[src/rtl/mp5_phantom_ctrl.sv]
// mp5 stage phantom-reservation controller.
// Tracks phantom pushes (id -> fifo/slot) in a small map, resolves real
// packets into insert commands for the reserved slot, and retires stale
// reservations by age.
//
// state  | meaning
// IDLE   | resolver free, accepting a fill request
// LOOKUP | latched fill id compared against the map this cycle
// ISSUE  | insert command held on the stage port until accepted
module mp5_phantom_ctrl #(
  parameter int NUM_PIPELINES = 8,
  parameter int FIFO_SIZE     = 8,
  parameter int MAP_ENTRIES   = 16,
  parameter int ID_W          = 16,
  parameter int TIMEOUT       = 255,
  localparam int FW = $clog2(NUM_PIPELINES),
  localparam int AW = $clog2(FIFO_SIZE),
  localparam int IW = $clog2(MAP_ENTRIES),
  localparam int OW = IW + 1
) (
  input  logic            clk,
  input  logic            rst,
  input  logic            reserve_valid,
  input  logic [ID_W-1:0] reserve_id,
  input  logic [FW-1:0]   reserve_fifo,
  input  logic [AW-1:0]   reserve_addr,
  output logic            reserve_ready,
  input  logic            fill_valid,
  input  logic [ID_W-1:0] fill_id,
  output logic            fill_ready,
  output logic            insert_valid,
  output logic [FW-1:0]   insert_fifo,
  output logic [AW-1:0]   insert_addr,
  output logic [ID_W-1:0] insert_id,
  input  logic            insert_ready,
  output logic            miss_pulse,
  output logic            dup_pulse,
  output logic            timeout_pulse,
  output logic [FW-1:0]   timeout_fifo,
  output logic [AW-1:0]   timeout_addr,
  output logic [OW-1:0]   occupancy
);

  typedef enum logic [1:0] {IDLE, LOOKUP, ISSUE} state_t;

  localparam logic [7:0] AGE_MAX = 8'(TIMEOUT);

  state_t          state;
  logic [ID_W-1:0] fill_id_q;

  logic            ent_valid [MAP_ENTRIES];
  logic [ID_W-1:0] ent_id    [MAP_ENTRIES];
  logic [FW-1:0]   ent_fifo  [MAP_ENTRIES];
  logic [AW-1:0]   ent_addr  [MAP_ENTRIES];
  logic [7:0]      ent_age   [MAP_ENTRIES];

  logic          dup_hit;
  logic          free_found;
  logic [IW-1:0] free_idx;
  logic          hit_found;
  logic [IW-1:0] hit_idx;
  logic          to_found;
  logic [IW-1:0] to_idx;
  logic          do_alloc;
  logic          dup_fire;

  assign reserve_ready = (occupancy < OW'(MAP_ENTRIES));
  assign fill_ready    = (state == IDLE);
  assign do_alloc      = reserve_valid & reserve_ready & ~dup_hit;
  assign dup_fire      = reserve_valid & reserve_ready & dup_hit;

  // Map searches on the start-of-cycle contents: dup check, lowest free slot,
  // lookup hit, and lowest expired entry (an entry claimed by the lookup is
  // not also reported as a timeout).
  always_comb begin
    dup_hit    = 1'b0;
    free_found = 1'b0;
    free_idx   = '0;
    hit_found  = 1'b0;
    hit_idx    = '0;
    to_found   = 1'b0;
    to_idx     = '0;
    for (int i = 0; i < MAP_ENTRIES; i++) begin
      if (ent_valid[i] && ent_id[i] == reserve_id) dup_hit = 1'b1;
      if (!ent_valid[i] && !free_found) begin
        free_found = 1'b1;
        free_idx   = IW'(i);
      end
      if (state == LOOKUP && ent_valid[i] && ent_id[i] == fill_id_q && !hit_found) begin
        hit_found = 1'b1;
        hit_idx   = IW'(i);
      end
    end
    for (int i = 0; i < MAP_ENTRIES; i++) begin
      if (ent_valid[i] && ent_age[i] == AGE_MAX && !to_found &&
          !(hit_found && hit_idx == IW'(i))) begin
        to_found = 1'b1;
        to_idx   = IW'(i);
      end
    end
  end

  // Map storage: aging, allocation, invalidation, occupancy and map pulses.
  always_ff @(posedge clk) begin
    if (rst) begin
      for (int i = 0; i < MAP_ENTRIES; i++) begin
        ent_valid[i] <= 1'b0;
        ent_id[i]    <= '0;
        ent_fifo[i]  <= '0;
        ent_addr[i]  <= '0;
        ent_age[i]   <= '0;
      end
      occupancy     <= '0;
      dup_pulse     <= 1'b0;
      timeout_pulse <= 1'b0;
      timeout_fifo  <= '0;
      timeout_addr  <= '0;
    end else begin
      for (int i = 0; i < MAP_ENTRIES; i++) begin
        if (ent_valid[i] && ent_age[i] != AGE_MAX) ent_age[i] <= ent_age[i] + 8'd1;
      end
      if (hit_found) ent_valid[hit_idx] <= 1'b0;
      if (to_found)  ent_valid[to_idx]  <= 1'b0;
      if (do_alloc) begin
        ent_valid[free_idx] <= 1'b1;
        ent_id[free_idx]    <= reserve_id;
        ent_fifo[free_idx]  <= reserve_fifo;
        ent_addr[free_idx]  <= reserve_addr;
        ent_age[free_idx]   <= 8'd0;
      end
      occupancy     <= occupancy + OW'(do_alloc) - OW'(hit_found) - OW'(to_found);
      dup_pulse     <= dup_fire;
      timeout_pulse <= to_found;
      if (to_found) begin
        timeout_fifo <= ent_fifo[to_idx];
        timeout_addr <= ent_addr[to_idx];
      end
    end
  end

  // Resolver FSM with registered insert command and miss pulse.
  always_ff @(posedge clk) begin
    if (rst) begin
      state        <= IDLE;
      fill_id_q    <= '0;
      insert_valid <= 1'b0;
      insert_fifo  <= '0;
      insert_addr  <= '0;
      insert_id    <= '0;
      miss_pulse   <= 1'b0;
    end else begin
      miss_pulse <= 1'b0;
      case (state)
        IDLE: begin
          if (fill_valid) begin
            fill_id_q <= fill_id;
            state     <= LOOKUP;
          end
        end
        LOOKUP: begin
          if (hit_found) begin
            insert_valid <= 1'b1;
            insert_fifo  <= ent_fifo[hit_idx];
            insert_addr  <= ent_addr[hit_idx];
            insert_id    <= fill_id_q;
            state        <= ISSUE;
          end else begin
            miss_pulse <= 1'b1;
            state      <= IDLE;
          end
        end
        ISSUE: begin
          if (insert_ready) begin
            insert_valid <= 1'b0;
            state        <= IDLE;
          end
        end
        default: state <= IDLE;
      endcase
    end
  end

endmodule

[config.mk]
export PLATFORM = sky130hd
export DESIGN_NAME = mp5_phantom_ctrl
export DESIGN_NICKNAME = d
export VERILOG_FILES = /design/src/rtl/mp5_phantom_ctrl.sv
export SDC_FILE = /design/constraint.sdc
export NUM_CORES = 2
export LEC_CHECK = 0
export CELL_PAD_IN_SITES_DETAIL_PLACEMENT = 1
export CELL_PAD_IN_SITES_GLOBAL_PLACEMENT = 1
export CORE_MARGIN = 4
export CORE_UTILIZATION = 50
export DETAILED_ROUTE_END_ITERATION = 16
export PLACE_DENSITY = 0.84
export SYNTH_ARGS = -nofsm -noshare
export SYNTH_HDL_FRONTEND = slang
export SYNTH_SLANG_ARGS = --single-unit
[constraint.sdc]
create_clock -name clk -period 6.6 [get_ports clk]
set_clock_uncertainty 0.15 [all_clocks]
set_input_delay 0.66 -clock clk [delete_from_list [all_inputs] [get_ports clk]]
set_output_delay 0.66 -clock clk [all_outputs]
set_load 0.02 [all_outputs]
; ---- Yosys cells after proc, flatten, opt, wreduce, memory -nomap -nowiden
; Memories as Yosys holds them, arrays and structs flattened. A register that Yosys moved wholly into a read port is not among the register bits.
; Index checks and enable logic that the tools add are counted.
[word_totals]
regBits = 43
ramBits = 496
inputBits = 43
output_inout_bits = 39
elab_cells = 593
n_memories = 5
[memory_table]
columns = memory, words, width, read_ports, rd_ports_with_merged_regs, wr, line_no
row1 = ent_id, 16, 16, 16, 0, 16, 52  ; logic [ID_W-1:0] ent_id [MAP_ENTRIES];
row2 = ent_age, 16, 8, 16, 0, 17, 55  ; logic [7:0] ent_age [MAP_ENTRIES];
row3 = ent_addr, 16, 3, 2, 2, 16, 54  ; logic [AW-1:0] ent_addr [MAP_ENTRIES];
row4 = ent_fifo, 16, 3, 2, 2, 16, 53  ; logic [FW-1:0] ent_fifo [MAP_ENTRIES];
row5 = ent_valid, 16, 1, 16, 0, 16, 51  ; logic ent_valid [MAP_ENTRIES];
[classes]
addsub = 19
order_cmp = 1
eq_ne = 84
n_mux = 209
bitwise_logic = 21
reduce_logical = 246
[ops]
columns = operator, n
row1 = == test 16 bit, 32
row2 = two-way mux 4 bit, 48
row3 = logical AND 1 bit, 157
row4 = two-way mux 1 bit, 137
row5 = adder 8 x 1 -> 8 bit (second input constant), 16
row6 = == test 8 bit (second input constant), 16
row7 = two-way mux 8 bit, 16
row8 = != test 8 bit (second input constant), 16
row9 = zero test 1 bit, 75
row10 = == test 4 bit (second input constant), 8
row11 = == test 4 x 3 -> 1 bit (second input constant), 4
row12 = two-way mux 16 bit, 1
row13 = OR 1 bit, 16
row14 = OR reduction 16 bit, 1
row15 = subtractor 5 x 1 -> 5 bit, 2
row16 = == test 4 x 2 -> 1 bit (second input constant), 2
row17 = two-way mux 2 bit, 3
row18 = two-way mux 3 bit, 2
row19 = != test 2 bit (second input constant), 3
row20 = case mux 2 bit (3 select lines), 1
row21 = AND reduction 2 bit, 3
row22 = OR reduction 3 bit, 2
row23 = adder 5 x 1 -> 5 bit, 1
row24 = less-than comparator 5 bit (second input constant), 1
row25 = other kinds (12), 17

; ---- Longest topological paths before layout
[logic_depth]
depth_word = 119
depth_mapped = 25
depth_no_buf = 20

; ---- Worst setup path after synthesis
; Ideal clock, no wire load.
[synth_timing]
path_kind = input to register
from = input port reserve_id[14]
to = memory ent_addr[13][0] (netlist bit) (enable)
setup_ns = 0.394
t_arrival_ns = 4.478
required_time_ns = 6.056
setup_slack_ns = 1.578
path_stages = 15
cell_sequence = clkbuf_1 buf_1 clkbuf_1 xor2_1 nor3_1 a31oi_1 nand4_1 or2_2 or3_1 a211oi_1 nor2b_1 clkbuf_1 and2_1 or2_2 clkbuf_1
[synth_lines]
columns = item, line_no
row1 = "start, declared", 24  ; input logic [ID_W-1:0] reserve_id,
row2 = "end, declared", 54

; ---- Worst setup path after layout
[layout_timing]
from = register fill_id_q[6]
to = register occupancy[3]
[layout_between]
elab_chain_len = 114
[layout_rtl]
columns = item, line_no
row1 = "start, declared", 49  ; logic [ID_W-1:0] fill_id_q;
row2 = "start signal, assigned", 156  ; fill_id_q <= fill_id;
row3 = == test 16 bit, 89  ; if (state == LOOKUP && ent_valid[i] && ent_id[i] == fill_id_q && !hit_found) begin
row4 = logical AND 1 bit, 89
row5 = two-way mux 1 bit, 89
row6 = zero test 1 bit, 89
row7 = logical AND 1 bit, 89
row8 = two-way mux 1 bit, 89
row9 = zero test 1 bit, 89
row10 = logical AND 1 bit, 89
row11 = (+96 left out), --
row12 = two-way mux 1 bit, 95  ; if (ent_valid[i] && ent_age[i] == AGE_MAX && !to_found &&
row13 = zero test 1 bit, 95
row14 = logical AND 1 bit (2 in series), 95
row15 = two-way mux 1 bit, 95
row16 = zero test 1 bit, 95
row17 = logical AND 1 bit (2 in series), 95
row18 = two-way mux 1 bit, 95
row19 = subtractor 5 x 1 -> 5 bit *, 131  ; occupancy <= occupancy + OW'(do_alloc) - OW'(hit_found) - OW'(to_found);
row20 = "end signal, assigned", 131
row21 = "end, declared", 41  ; output logic [OW-1:0] occupancy
; Every way passes the cells marked *; elsewhere a longest branch is shown, timed or not.
; A chain may end at the register's enable or synchronous reset.

==> reports/qor.csv <==
stage,metric,value,unit
detailed_routing,DR vias/cell,6.36,
cells_and_area,"Core Util, Final",57.1,%
cts,Root Buffer,clkbuf_16,
die,initial core utilization,50.6,%
worst_setup_path,Crit Path Max Fanout,14,
cells_and_area,fin area,35300,µm²
detailed_routing,routed len/inst,28.7,µm
worst_setup_path,CP Launch Type,register,
die,Std-Cell Rows,91,
timing,Pins Over Slew Limit,0,
pwr,Tot Pwr,8590,µW
global_routing,all-layer global routing usage,33.6,%
global_routing,GRT overflow,0,
cells_and_area,area grow syn2layout,12.7,%
worst_setup_path,CP arrival,6.54,ns
die,chip width,258,µm
global_routing,largest net degree at the start of global routing,78,
timing,crit path time final,6.20,ns
worst_setup_path,flop-to-flop setup slack,0.40,ns
cells_and_area,post-layout net count,3163,
logic_synthesis,synthesized cell area,31300,µm²
cts,Clock H-tree levels,2,
logic_synthesis,"Primary FF master, synth",edfxtp_1,
timing,final hold vios,0,
min_path,hold path start,ent_age[5][6],
logic_synthesis,ys async rst share,0,%
place,Final HPWL DP,79600,µm
detailed_routing,DRT Pass-1 Iters,6,
logic_synthesis,Synth cell types,86,
detailed_routing,antenna-violating nets left,0,
pwr,clock network power share,43.3,%
pwr,Switching Fraction,26.1,%
timing,post-route clock period utilization,93.9,%
worst_setup_path,worst r2r src,fill_id_q[6],
global_routing,initial antenna violation count,3,
cts,hold_buf cts,0,
pwr,Int Pwr,6350,µW
logic_synthesis,synthesized instance count,3056,
place,placed instance area,33100,µm²
job,# Max-Cap Violations,0,
place,PortBufs,81,
detailed_routing,via count,25300,
cts,postcts setup bufs,0,
cts,Worst-Skew Late Latency,0.65,ns
timing,Slew headroom,16.6,%
cts,CTS buffer count,61,
logic_synthesis,count of yosys warnings during synthesis,0,
detailed_routing,initial DRC count,2558,
die,area of the core,61800,µm²
pwr,static leakage,0.0137,µW
pwr,combinational power share,10.8,%
cts,clock sink count,551,
place,placer congestion estimate,0.989,
logic_synthesis,Post-synth EDFFs,352,
timing,Fin Setup TNS,0,ns
global_routing,first-pass GRT wire length,172000,µm
cells_and_area,share of cells above drive strength 1,10.5,%
die,# IOs,82,
logic_synthesis,Synth Net Count,3122,
timing,Worst-Margin Slew,1.24,ns
logic_synthesis,post-synthesis sequential area ratio,46.5,%
global_routing,vias in the first global route,27000,
min_path,Min-Delay Path Class,register to register,
pwr,Net Sw Power,2240,µW
place,DP Cell Count,3871,
cells_and_area,number of diodes,0,
timing,final setup vio count,0,
detailed_routing,DRC violations left,0,
timing,f_max,0.161,GHz
logic_synthesis,number of synthesized register bits,551,
pwr,Sequential Power Share,46.0,%
cells_and_area,Fillers,6631,
worst_setup_path,critical path required time,6.94,ns
pwr,maximum vdd drop,200,µV
cts,"Reg clk slew, reported paths",0.06,ns
die,die area,66700,µm²
die,Die H,258,µm
worst_setup_path,kind of critical path,register to register,
cells_and_area,Finished Layout Cells,3987,
worst_setup_path,CP startpoint,fill_id_q[6],
timing,RSZ-0062 raised after global routing,false,
logic_synthesis,syn_area_per_cell,10.2,µm²
status,run status,"finished, final reports clean",
cts,TritonCTS clock tree,done,
pwr,PwrDens,243,nW/µm²
worst_setup_path,Setup crit end kind,register,
cts,Post-CTS Resized,0,
cts,clock buffer depth,3,
detailed_routing,final WL,115000,µm
==> power by group through the flow <==
stage          combinational, µW  sequential, µW  clock [µW]
2_1_floorplan                588            3950           0
3_3_place_gp                 858            4000           0
3_5_place_dp                 889            4010           0
4_1_cts                      904            3940        3740
5_1_grt                      971            3950        3890
6_report                     925            3950        3710
==> cells by family after synthesis <==
group,count (synthesis),share of synthesized area [%]
adders and majority gates,23,0.943
xor gates and xnor gates,620,17.3
DFF,551,46.5
muxes,117,3.87
buffers and inverters,261,3.81
and+or+nand+nor,1269,22.8
AOI/OAI and AO/OA,215,4.78
==> path summary, 6_finish.rpt <==
| kind | to | cells past startpoint |
|---|---|---|
| min reg2reg | ent_age[5][6] | 2 |
| max reg2reg | occupancy[3] | 20 |
| max | occupancy[3] | 20 |
| min | ent_age[5][6] | 2 |
==> routing by layer <==
metal,track usage (%),vias to the layer above,part of all wire [%]
met5,0,-,0.024
met4,16.1,4,5.4
li1,-,10900,-
met1,42.9,12700,39
met2,55.1,1334,46
met3,6.73,388,9.1
==> sequential cells by signal, indices dropped and copies added (netlist names) <==
signal         count
insert_valid       1
timeout_addr       3
ent_fifo          48
insert_fifo        3
fill_id_q         16
ent_age          128
ent_addr          48
timeout_fifo       3
timeout_pulse      1
insert_addr        3
ent_id           256
state              2
miss_pulse         1
dup_pulse          1
insert_id         16
occupancy          5
ent_valid         16
==> critical path, stage by stage, from the launching register on <==
cell      delay (ns)
dfxtp_1         0.94
buf_4           0.36
xor2_1          0.11
nor3_1          0.31
nand3_2         0.13
nor3_2          0.49
o311ai_1        0.36
a2111o_1        0.53
and3_1          0.20
a211o_1         0.35
nor3_4          0.23
nand4_1         0.20
buf_4           0.26
nor2_1          0.14
nor2_1          0.08
ha_1            0.28
inv_1           0.05
ha_1            0.21
fa_1            0.42
xnor2_1         0.19
nor2_1          0.06
==> cell usage in the layout (no fill, tap or decap), types with 8 or more instances in the layout <==
master / instances
buf_2: 17
o211ai_1: 9
clkdlybuf4s50_1: 64
buf_12: 8
ha_1: 22
and2_1: 195
xor2_1: 297
or4_1: 11
inv_1: 33
nand2_1: 157
clkbuf_1: 8
nor4b_1: 9
dfxtp_1: 199
clkbuf_16: 65
buf_4: 116
a21oi_1: 43
a31oi_1: 20
nor2_1: 221
nor2b_1: 12
o21ai_0: 33
nand4_1: 128
nor4_1: 73
edfxtp_1: 352
clkinv_2: 15
mux2i_1: 89
mux2_2: 27
nand4b_1: 10
nor3_1: 42
a211o_1: 8
bufinv_16: 9
and4b_1: 8
or3_1: 21
xnor2_1: 323
nand3_1: 73
a211oi_1: 30
or2_2: 23
and4_1: 12
a41o_1: 8
and3_1: 227
==> through the flow <==
stage / worst slack (ns) / hold slack (ns)
after floorplan: 1.58 / 0.301
after global placement: 0.797 / 0.312
after detailed placement: 0.656 / 0.338
after CTS: 0.581 / 0.353
after global routing: 0.146 / 0.375
final: 0.404 / 0.349
==> synth_stat cells (10+ instances only) <==
master	instances	share of area, %
a211oi_1	30	0.72
a21oi_1	43	0.69
a31oi_1	20	0.40
and2_1	195	3.9
and3_1	227	4.5
and4_1	12	0.34
buf_1	22	0.26
buf_4	18	0.43
buf_6	17	0.61
clkbuf_1	163	2.0
dfxtp_1	199	13
edfxtp_1	352	34
ha_1	22	0.88
inv_1	33	0.40
mux2_2	27	0.97
mux2i_1	89	2.8
nand2_1	157	1.9
nand3_1	73	1.2
nand4_1	128	2.6
nand4b_1	10	0.28
nor2_1	223	2.7
nor2b_1	14	0.28
nor3_1	44	0.70
nor4_1	73	1.5
o21ai_0	33	0.53
or2_2	23	0.46
or3_1	21	0.42
or4_1	11	0.26
xnor2_1	323	9.0
xor2_1	297	8.3
==> cell type report <==
class                           instances  area [µm²]  area share [%]
Timing Repair Buffer                  205        1760            4.98
Tap cell                              837        1050            2.97
Clock inverter                         35         412            1.17
Inverter                               34         128           0.362
Sequential cell                       551       14600            41.3
Multi-Input combinational cell       2244       15600            44.3
Clock buffer                           81        1750            4.96
(Power assumes the default switching activity.)
